### src/rtl/multdiv_pkg.sv
// multdiv_pkg: shared types for the iterative multiply/divide unit.
// Holds the FSM state, operation select and counter sizing helper.
package multdiv_pkg;

  typedef enum logic [1:0] {
    IDLE,
    RUN,
    DONE
  } state_e;

  typedef enum logic {
    OP_MULT,
    OP_DIV
  } op_e;

  // Counter must hold 0..WIDTH inclusive
  function automatic int cnt_width(input int w);
    return $clog2(w + 1);
  endfunction

endpackage

### src/rtl/multdiv_if.sv
// multdiv_if: operand/command/result bundle of the multdiv unit.
// data_remainder exists only when MULTDIV_REMAINDER_EN is defined.
interface multdiv_if #(
  parameter int WIDTH = 32
);

  logic [WIDTH-1:0] data_operandA;
  logic [WIDTH-1:0] data_operandB;
  logic             ctrl_MULT;
  logic             ctrl_DIV;
  logic             ctrl_signed;
  logic [WIDTH-1:0] data_result;
  logic             data_exception;
  logic             data_resultRDY;
`ifdef MULTDIV_REMAINDER_EN
  logic [WIDTH-1:0] data_remainder;
`endif

  modport master (
    output data_operandA,
    output data_operandB,
    output ctrl_MULT,
    output ctrl_DIV,
    output ctrl_signed,
    input  data_result,
    input  data_exception,
    input  data_resultRDY
`ifdef MULTDIV_REMAINDER_EN
    , input data_remainder
`endif
  );

  modport slave (
    input  data_operandA,
    input  data_operandB,
    input  ctrl_MULT,
    input  ctrl_DIV,
    input  ctrl_signed,
    output data_result,
    output data_exception,
    output data_resultRDY
`ifdef MULTDIV_REMAINDER_EN
    , output data_remainder
`endif
  );

endinterface

### src/rtl/multdiv_step.sv
// multdiv_step: one unsigned iteration of shift-add multiply
// (LSB first) or restoring shift-subtract divide (MSB first).
module multdiv_step
  import multdiv_pkg::*;
#(
  parameter int WIDTH = 32
) (
  input  op_e              op,
  input  logic [WIDTH-1:0] acc_i,
  input  logic [WIDTH-1:0] lo_i,
  input  logic [WIDTH-1:0] b_i,
  output logic [WIDTH-1:0] acc_o,
  output logic [WIDTH-1:0] lo_o
);

  logic [WIDTH:0]   sum;
  logic [WIDTH:0]   shl;
  logic [WIDTH+1:0] diff;

  // Mult: acc:lo holds partial product, lo bit 0 picks the add.
  // Div: acc is the partial remainder, lo shifts dividend out
  // and quotient bits in.
  always_comb begin
    sum   = {1'b0, acc_i} + (lo_i[0] ? {1'b0, b_i} : '0);
    shl   = {acc_i, lo_i[WIDTH-1]};
    diff  = {1'b0, shl} - {2'b00, b_i};
    acc_o = acc_i;
    lo_o  = lo_i;
    unique case (op)
      OP_MULT: begin
        acc_o = sum[WIDTH:1];
        lo_o  = {sum[0], lo_i[WIDTH-1:1]};
      end
      OP_DIV: begin
        if (diff[WIDTH+1:WIDTH] == 2'b00) begin
          acc_o = diff[WIDTH-1:0];
          lo_o  = {lo_i[WIDTH-2:0], 1'b1};
        end else begin
          acc_o = shl[WIDTH-1:0];
          lo_o  = {lo_i[WIDTH-2:0], 1'b0};
        end
      end
      default: ;
    endcase
  end

endmodule

### src/rtl/multdiv_param.sv
// multdiv_param: iterative WIDTH-bit signed/unsigned mult/div.
// Define MULTDIV_REMAINDER_EN for the data_remainder output.
module multdiv_param
  import multdiv_pkg::*;
#(
  parameter int WIDTH = 32
) (
  input  logic     clock,
  input  logic     reset_n,
  multdiv_if.slave bus
);

  localparam int CW = cnt_width(WIDTH);
  localparam logic [CW-1:0] LAST = CW'(WIDTH);

  state_e           state_q, state_d;
  logic [CW-1:0]    cnt_q, cnt_d;
  op_e              op_q, op_d;
  logic             sgn_q, sgn_d;
  logic             neg_q, neg_d;
  logic             dexc_q, dexc_d;
  logic [WIDTH-1:0] acc_q, acc_d;
  logic [WIDTH-1:0] lo_q, lo_d;
  logic [WIDTH-1:0] b_q, b_d;
  logic [WIDTH-1:0] res_q, res_d;
  logic             exc_q, exc_d;
  logic             rdy_q, rdy_d;
`ifdef MULTDIV_REMAINDER_EN
  logic             rneg_q, rneg_d;
  logic [WIDTH-1:0] rem_q, rem_d;
`endif

  logic             start;
  logic             fin;
  logic             a_neg;
  logic             b_neg;
  logic [WIDTH-1:0] a_mag;
  logic [WIDTH-1:0] b_mag;
  logic             a_min;
  logic [WIDTH-1:0] step_acc;
  logic [WIDTH-1:0] step_lo;
  logic [2*WIDTH-1:0] prod;
  logic [2*WIDTH-1:0] sprod;
  logic [WIDTH:0]   hi_sign;
  logic             mul_exc;

  multdiv_step #(
    .WIDTH (WIDTH)
  ) u_step (
    .op    (op_q),
    .acc_i (acc_q),
    .lo_i  (lo_q),
    .b_i   (b_q),
    .acc_o (step_acc),
    .lo_o  (step_lo)
  );

  // Command decode and operand magnitudes
  always_comb begin
    start = bus.ctrl_MULT | bus.ctrl_DIV;
    fin   = (state_q == RUN) && (cnt_q == LAST);
    a_neg = bus.ctrl_signed & bus.data_operandA[WIDTH-1];
    b_neg = bus.ctrl_signed & bus.data_operandB[WIDTH-1];
    a_mag = a_neg ? -bus.data_operandA : bus.data_operandA;
    b_mag = b_neg ? -bus.data_operandB : bus.data_operandB;
    a_min = bus.data_operandA == {1'b1, {(WIDTH-1){1'b0}}};
  end

  // Signed product and overflow test on the finished product
  always_comb begin
    prod    = {acc_q, lo_q};
    sprod   = neg_q ? -prod : prod;
    hi_sign = sprod[2*WIDTH-1:WIDTH-1];
    if (sgn_q)
      mul_exc = ~((&hi_sign) | ~(|hi_sign));
    else
      mul_exc = |prod[2*WIDTH-1:WIDTH];
  end

  // FSM state register
  always_ff @(posedge clock) begin
    if (!reset_n) state_q <= IDLE;
    else          state_q <= state_d;
  end

  // FSM next state; a start wins over completion
  always_comb begin
    state_d = state_q;
    unique case (1'b1)
      start:                     state_d = RUN;
      !start && fin:             state_d = DONE;
      !start && state_q == DONE: state_d = IDLE;
      default: ;
    endcase
  end

  // Datapath, counter and result registers next values
  always_comb begin
    cnt_d  = cnt_q;
    op_d   = op_q;
    sgn_d  = sgn_q;
    neg_d  = neg_q;
    dexc_d = dexc_q;
    acc_d  = acc_q;
    lo_d   = lo_q;
    b_d    = b_q;
    res_d  = res_q;
    exc_d  = exc_q;
    rdy_d  = 1'b0;
`ifdef MULTDIV_REMAINDER_EN
    rneg_d = rneg_q;
    rem_d  = rem_q;
`endif
    if (fin) begin
      rdy_d = 1'b1;
      if (op_q == OP_MULT) begin
        res_d = sprod[WIDTH-1:0];
        exc_d = mul_exc;
`ifdef MULTDIV_REMAINDER_EN
        rem_d = sprod[2*WIDTH-1:WIDTH];
`endif
      end else if (dexc_q) begin
        res_d = '0;
        exc_d = 1'b1;
`ifdef MULTDIV_REMAINDER_EN
        rem_d = '0;
`endif
      end else begin
        res_d = neg_q ? -lo_q : lo_q;
        exc_d = 1'b0;
`ifdef MULTDIV_REMAINDER_EN
        rem_d = rneg_q ? -acc_q : acc_q;
`endif
      end
    end
    if (start) begin
      cnt_d  = '0;
      op_d   = bus.ctrl_MULT ? OP_MULT : OP_DIV;
      sgn_d  = bus.ctrl_signed;
      neg_d  = a_neg ^ b_neg;
      dexc_d = (bus.data_operandB == '0) |
               (bus.ctrl_signed & a_min &
                (&bus.data_operandB));
      acc_d  = '0;
      lo_d   = a_mag;
      b_d    = b_mag;
`ifdef MULTDIV_REMAINDER_EN
      rneg_d = a_neg;
`endif
    end else if (state_q == RUN && !fin) begin
      acc_d = step_acc;
      lo_d  = step_lo;
      cnt_d = cnt_q + CW'(1);
    end
  end

  // Datapath and result registers
  always_ff @(posedge clock) begin
    if (!reset_n) begin
      cnt_q  <= '0;
      op_q   <= OP_MULT;
      sgn_q  <= 1'b0;
      neg_q  <= 1'b0;
      dexc_q <= 1'b0;
      acc_q  <= '0;
      lo_q   <= '0;
      b_q    <= '0;
      res_q  <= '0;
      exc_q  <= 1'b0;
      rdy_q  <= 1'b0;
`ifdef MULTDIV_REMAINDER_EN
      rneg_q <= 1'b0;
      rem_q  <= '0;
`endif
    end else begin
      cnt_q  <= cnt_d;
      op_q   <= op_d;
      sgn_q  <= sgn_d;
      neg_q  <= neg_d;
      dexc_q <= dexc_d;
      acc_q  <= acc_d;
      lo_q   <= lo_d;
      b_q    <= b_d;
      res_q  <= res_d;
      exc_q  <= exc_d;
      rdy_q  <= rdy_d;
`ifdef MULTDIV_REMAINDER_EN
      rneg_q <= rneg_d;
      rem_q  <= rem_d;
`endif
    end
  end

  assign bus.data_result    = res_q;
  assign bus.data_exception = exc_q;
  assign bus.data_resultRDY = rdy_q;
`ifdef MULTDIV_REMAINDER_EN
  assign bus.data_remainder = rem_q;
`endif

endmodule

### src/flat_wrapper.sv
// flat-port wrapper written by rule: the top's interface ports become plain ports
module multdiv_param_flat import multdiv_pkg::*;
#(
  parameter int WIDTH = 32
)
  (clock, reset_n, bus_data_operandA, bus_data_operandB, bus_ctrl_MULT, bus_ctrl_DIV, bus_ctrl_signed, bus_data_result, bus_data_exception, bus_data_resultRDY);
  multdiv_if #(.WIDTH(WIDTH)) bus_i ();
  input  logic clock;
  input  logic reset_n;
  input wire logic [$bits(bus_i.data_operandA)-1:0] bus_data_operandA;
  input wire logic [$bits(bus_i.data_operandB)-1:0] bus_data_operandB;
  input wire logic [$bits(bus_i.ctrl_MULT)-1:0] bus_ctrl_MULT;
  input wire logic [$bits(bus_i.ctrl_DIV)-1:0] bus_ctrl_DIV;
  input wire logic [$bits(bus_i.ctrl_signed)-1:0] bus_ctrl_signed;
  output wire logic [$bits(bus_i.data_result)-1:0] bus_data_result;
  output wire logic [$bits(bus_i.data_exception)-1:0] bus_data_exception;
  output wire logic [$bits(bus_i.data_resultRDY)-1:0] bus_data_resultRDY;
  assign bus_i.data_operandA = bus_data_operandA;
  assign bus_i.data_operandB = bus_data_operandB;
  assign bus_i.ctrl_MULT = bus_ctrl_MULT;
  assign bus_i.ctrl_DIV = bus_ctrl_DIV;
  assign bus_i.ctrl_signed = bus_ctrl_signed;
  assign bus_data_result = bus_i.data_result;
  assign bus_data_exception = bus_i.data_exception;
  assign bus_data_resultRDY = bus_i.data_resultRDY;
  multdiv_param #(.WIDTH(WIDTH)) u_core (.clock(clock), .reset_n(reset_n), .bus(bus_i));
endmodule
### config.mk
export PLATFORM = sky130hd
export DESIGN_NAME = multdiv_param_flat
export DESIGN_NICKNAME = d
export VERILOG_FILES = /design/src/rtl/multdiv_pkg.sv /design/src/rtl/multdiv_if.sv /design/src/rtl/multdiv_step.sv /design/src/rtl/multdiv_param.sv /design/src/flat_wrapper.sv
export SDC_FILE = /design/constraint.sdc
export NUM_CORES = 1
export LEC_CHECK = 0
export CAP_MARGIN = 20
export CORE_AREA = 10 10 183 185
export DETAILED_ROUTE_END_ITERATION = 8
export DIE_AREA = 0 0 193 195
export DONT_BUFFER_PORTS = 1
export HOLD_SLACK_MARGIN = 0.15
export SLEW_MARGIN = 10
export SYNTH_ARGS = -nofsm -noshare
export SYNTH_HDL_FRONTEND = slang
export SYNTH_SLANG_ARGS = --single-unit
### constraint.sdc
create_clock -name clock -period 9.7 [get_ports clock]
set_clock_uncertainty 0.2 [all_clocks]
set_input_delay 1.94 -clock clock [delete_from_list [all_inputs] [get_ports clock]]
set_output_delay 1.94 -clock clock [all_outputs]
set_load 0.02 [all_outputs]
==> flow_metrics.py <==
metrics = {
    "cts": {
        "clock_path_buffers": 2,
        "post-cts-setup-buffer-count": 0,
        "cts_root_buf": "clkbuf_16",
        "tritoncts": "built",
        "clock-sinks": 142,
        "postCtsHoldBufs": 0,
        "cts_buffers": 17,
        "post_cts_resized": 0,
        "clock_latency_ns": 0.45,
        "htreeDepth": 4,
        "clk_pin_slew_worst_paths_ns": 0.07,
    },
    "timing": {
        "fmax_mhz": 188,
        "period_minus_slack_ns": 5.33,
        "worst_slack_ns": 4.37,
        "drv_slew": 0,
        "final.setup.tns_ns": 0,
        "setup_viol": 0,
        "holdWs_ns": 0.251,
        "maxSlewHeadroom_pct": 34.2,
        "rsz0062_at_grt": "false",
        "hold_viol": 0,
        "tightestPinTransition_ns": 0.974,
        "period_share_pct": 55.0,
    },
    "yosys": {
        "ys_types": 76,
        "syn-instance-count": 1826,
        "synth_flop_cell": "dfxtp_1",
        "async_flop_share_pct": 0,
        "synth_enable_flop_cells": 0,
        "ys_ff_latch": 142,
        "synth_warnings": 0,
        "netlist_area_mm2": 0.0132,
        "synth_area_per_cell_um2": 7.25,
        "synth.net_count": 1967,
        "seq_area_frac_synth_pct": 21.5,
    },
    "finish": {
        "drive_gt1_share_pct": 4.93,
        "num-fill-cells": 3059,
        "n_antenna_cell": 0,
        "layout_common_cells": "224 x nor2_1, 155 x nand2_1, 140 x dfxtp_1, 127 x a21oi_1, 113 x o21ai_0",
        "syn2layout_area_growth_pct": 5.89,
        "nets": 1874,
        "final_common_cell": "nor2_1",
    },
    "route": {
        "drt-pass1-iter-count": 5,
        "drc": 0,
        "drt_iter0_drc": 1220,
        "postRouteAntennaNets": 0,
        "drt_wl_total_mm": 43.7,
        "wl_per_cell_um": 20.4,
        "num_vias": 13400,
        "via_per_inst": 6.27,
    },
    "die": {
        "fp.dieW_um": 193,
        "initial_core_util_pct": 44.1,
        "die_h_um": 195,
        "die_area_mm2": 0.0376,
        "row_count": 64,
        "core-area_mm2": 0.0300,
        "ios": 103,
    },
    "critical_path": {
        "crit_type": "flop to flop",
        "cp-start-kind": "flop",
        "ff2ff_path_depth": 13,
        "cpMostUsedCell": "o21ai_0",
        "slowest_delay_ns": 0.75,
        "cp_num_buf_inv": 1,
        "crit_path_top_delay_cell": "o311ai_0",
        "worstPathMaxFanout": 25,
        "required_ns": 9.80,
        "cp_num_cells": 13,
        "worst_path_dominant_cell_family": "compound AO/OA/AOI/OAI gates",
        "critPathArrivalTime_ns": 5.43,
        "crit_chain": "inv_1, nor2_1, fa_1, a211oi_1, o311a_1, o21ai_0, o311ai_0, o2bb2ai_1, a221oi_1, nor3b_1, a2111o_1, o21ai_0, a21oi_1",
        "end_kind": "flop",
    },
    "hold_path": {
        "hold_depth": 2,
        "hp-class": "flop to flop",
    },
    "global_route": {
        "grt_pass1_wl_mm": 69.0,
        "grt_usage_pct": 22.6,
        "grt_pass1_vias": 12400,
        "overflow": 0,
        "use_met1_pct": 32.1,
        "grt_antenna_before_repair": 0,
        "grt_use_met3_pct": 4.42,
        "grt_max_degree": 103,
        "met2_usage_pct": 33.6,
        "top_usage_layer": "met2",
    },
    "place": {
        "place.gp.congestion": 0.960,
        "dp.final_hpwl_mm": 32.8,
        "place_ws_ns": 4.39,
        "port-buffer-count": 0,
    },
    "outcome": {
        "status": "finished clean",
    },
    "power_and_ir_drop": {
        "peakVddDrop_uv": 78.5,
        "power.leakage_nw": 5.50,
        "p_per_area_mw_per_mm2": 125,
        "power_w": 0.00175,
    },
    "job": {
        "drv_cap": 0,
    },
}
## metrics by stage
step,utilization [%],cell area (um^2),instances
global placement,44.5,13400,2108
floorplan,-,13200,1826
CTS,46.6,14000,2141
finish,46.7,14000,2142
global route,46.7,14000,2142
detailed placement,44.5,13400,2109
## synthesized netlist by cell type (43+ instances only)
cell type / count / area, um^2
xor2_1: 49 / 429
ha_1: 70 / 876
inv_1: 62 / 233
a211oi_1: 62 / 465
clkbuf_1: 107 / 402
xnor2_1: 96 / 841
nor2_1: 226 / 848
a21oi_1: 128 / 641
nand2_1: 155 / 582
dfxtp_1: 142 / 2840
o21ai_0: 113 / 566
nor3_1: 44 / 220
mux2i_1: 43 / 430
## area by class of cell
class	count	area (um^2)	area share [%]
clock buffers	19	443	3.16
clock inverters	13	178	1.27
inverters	63	238	1.70
flip-flops and latches	142	2850	20.3
well taps	396	495	3.53
repair buffers	18	163	1.16
multi-input cells	1491	9660	68.9
## cell families after synthesis
logic type / Yosys count / share of synthesized area, %
AOI/OAI and AO/OA: 570 / 28.7
xor gates and xnor gates: 145 / 9.59
adders and majority gates: 72 / 6.92
buffers and inverters: 193 / 5.77
DFF: 142 / 21.5
muxes: 51 / 3.93
and+or+nand+nor: 653 / 23.6
## worst paths after layout
check	startpoint	to	slack (ns)
worst max-delay path	u_core.lo_q[0]$_SDFFE_PN0P_	u_core.acc_q[29]$_SDFFE_PP0P_	4.37
worst min-delay path	u_core.b_q[31]$_SDFFE_PN0N_	u_core.b_q[31]$_SDFFE_PN0N_	0.25
worst max register to register	u_core.lo_q[0]$_SDFFE_PN0P_	u_core.acc_q[29]$_SDFFE_PP0P_	4.37
worst min register to register	u_core.b_q[31]$_SDFFE_PN0N_	u_core.b_q[31]$_SDFFE_PN0N_	0.25
## power breakdown
group          total, W  leakage [nW]  internal, W  switching [W]
Sequential     0.000655          1.16     0.000609      0.0000460
Combinational  0.000385          4.03     0.000149       0.000236
Clock          0.000713         0.303     0.000419       0.000293
## per-layer routing
layer  up-vias  part of all wire (%)
met5         -                     0
met3        65                   7.4
met1      6342                    47
met2       488                    44
li1       6530                     -
met4         0                   2.0
## sequential cells by signal, indices dropped and copies added, names as in the netlist
| register | flops |
|---|---|
| u_core.sgn_q | 1 |
| u_core.cnt_q | 6 |
| u_core.state_q | 2 |
| u_core.neg_q | 1 |
| u_core.lo_q | 32 |
| u_core.dexc_q | 1 |
| u_core.bus.data_exception | 1 |
| u_core.b_q | 32 |
| u_core.op_q | 1 |
| u_core.bus.data_result | 32 |
| u_core.acc_q | 32 |
| u_core.bus.data_resultRDY | 1 |
## worst min-delay path, delay by kind of cell (launching register included)
| family | cells | cell delay (ns) |
|---|---|---|
| flip-flops | 1 | 0.31 |
| AND/OR/NAND/NOR | 1 | 0.05 |
| AO/OA/AOI/OAI | 1 | 0.05 |
No activity file was read; power rests on OpenSTA's default activity.
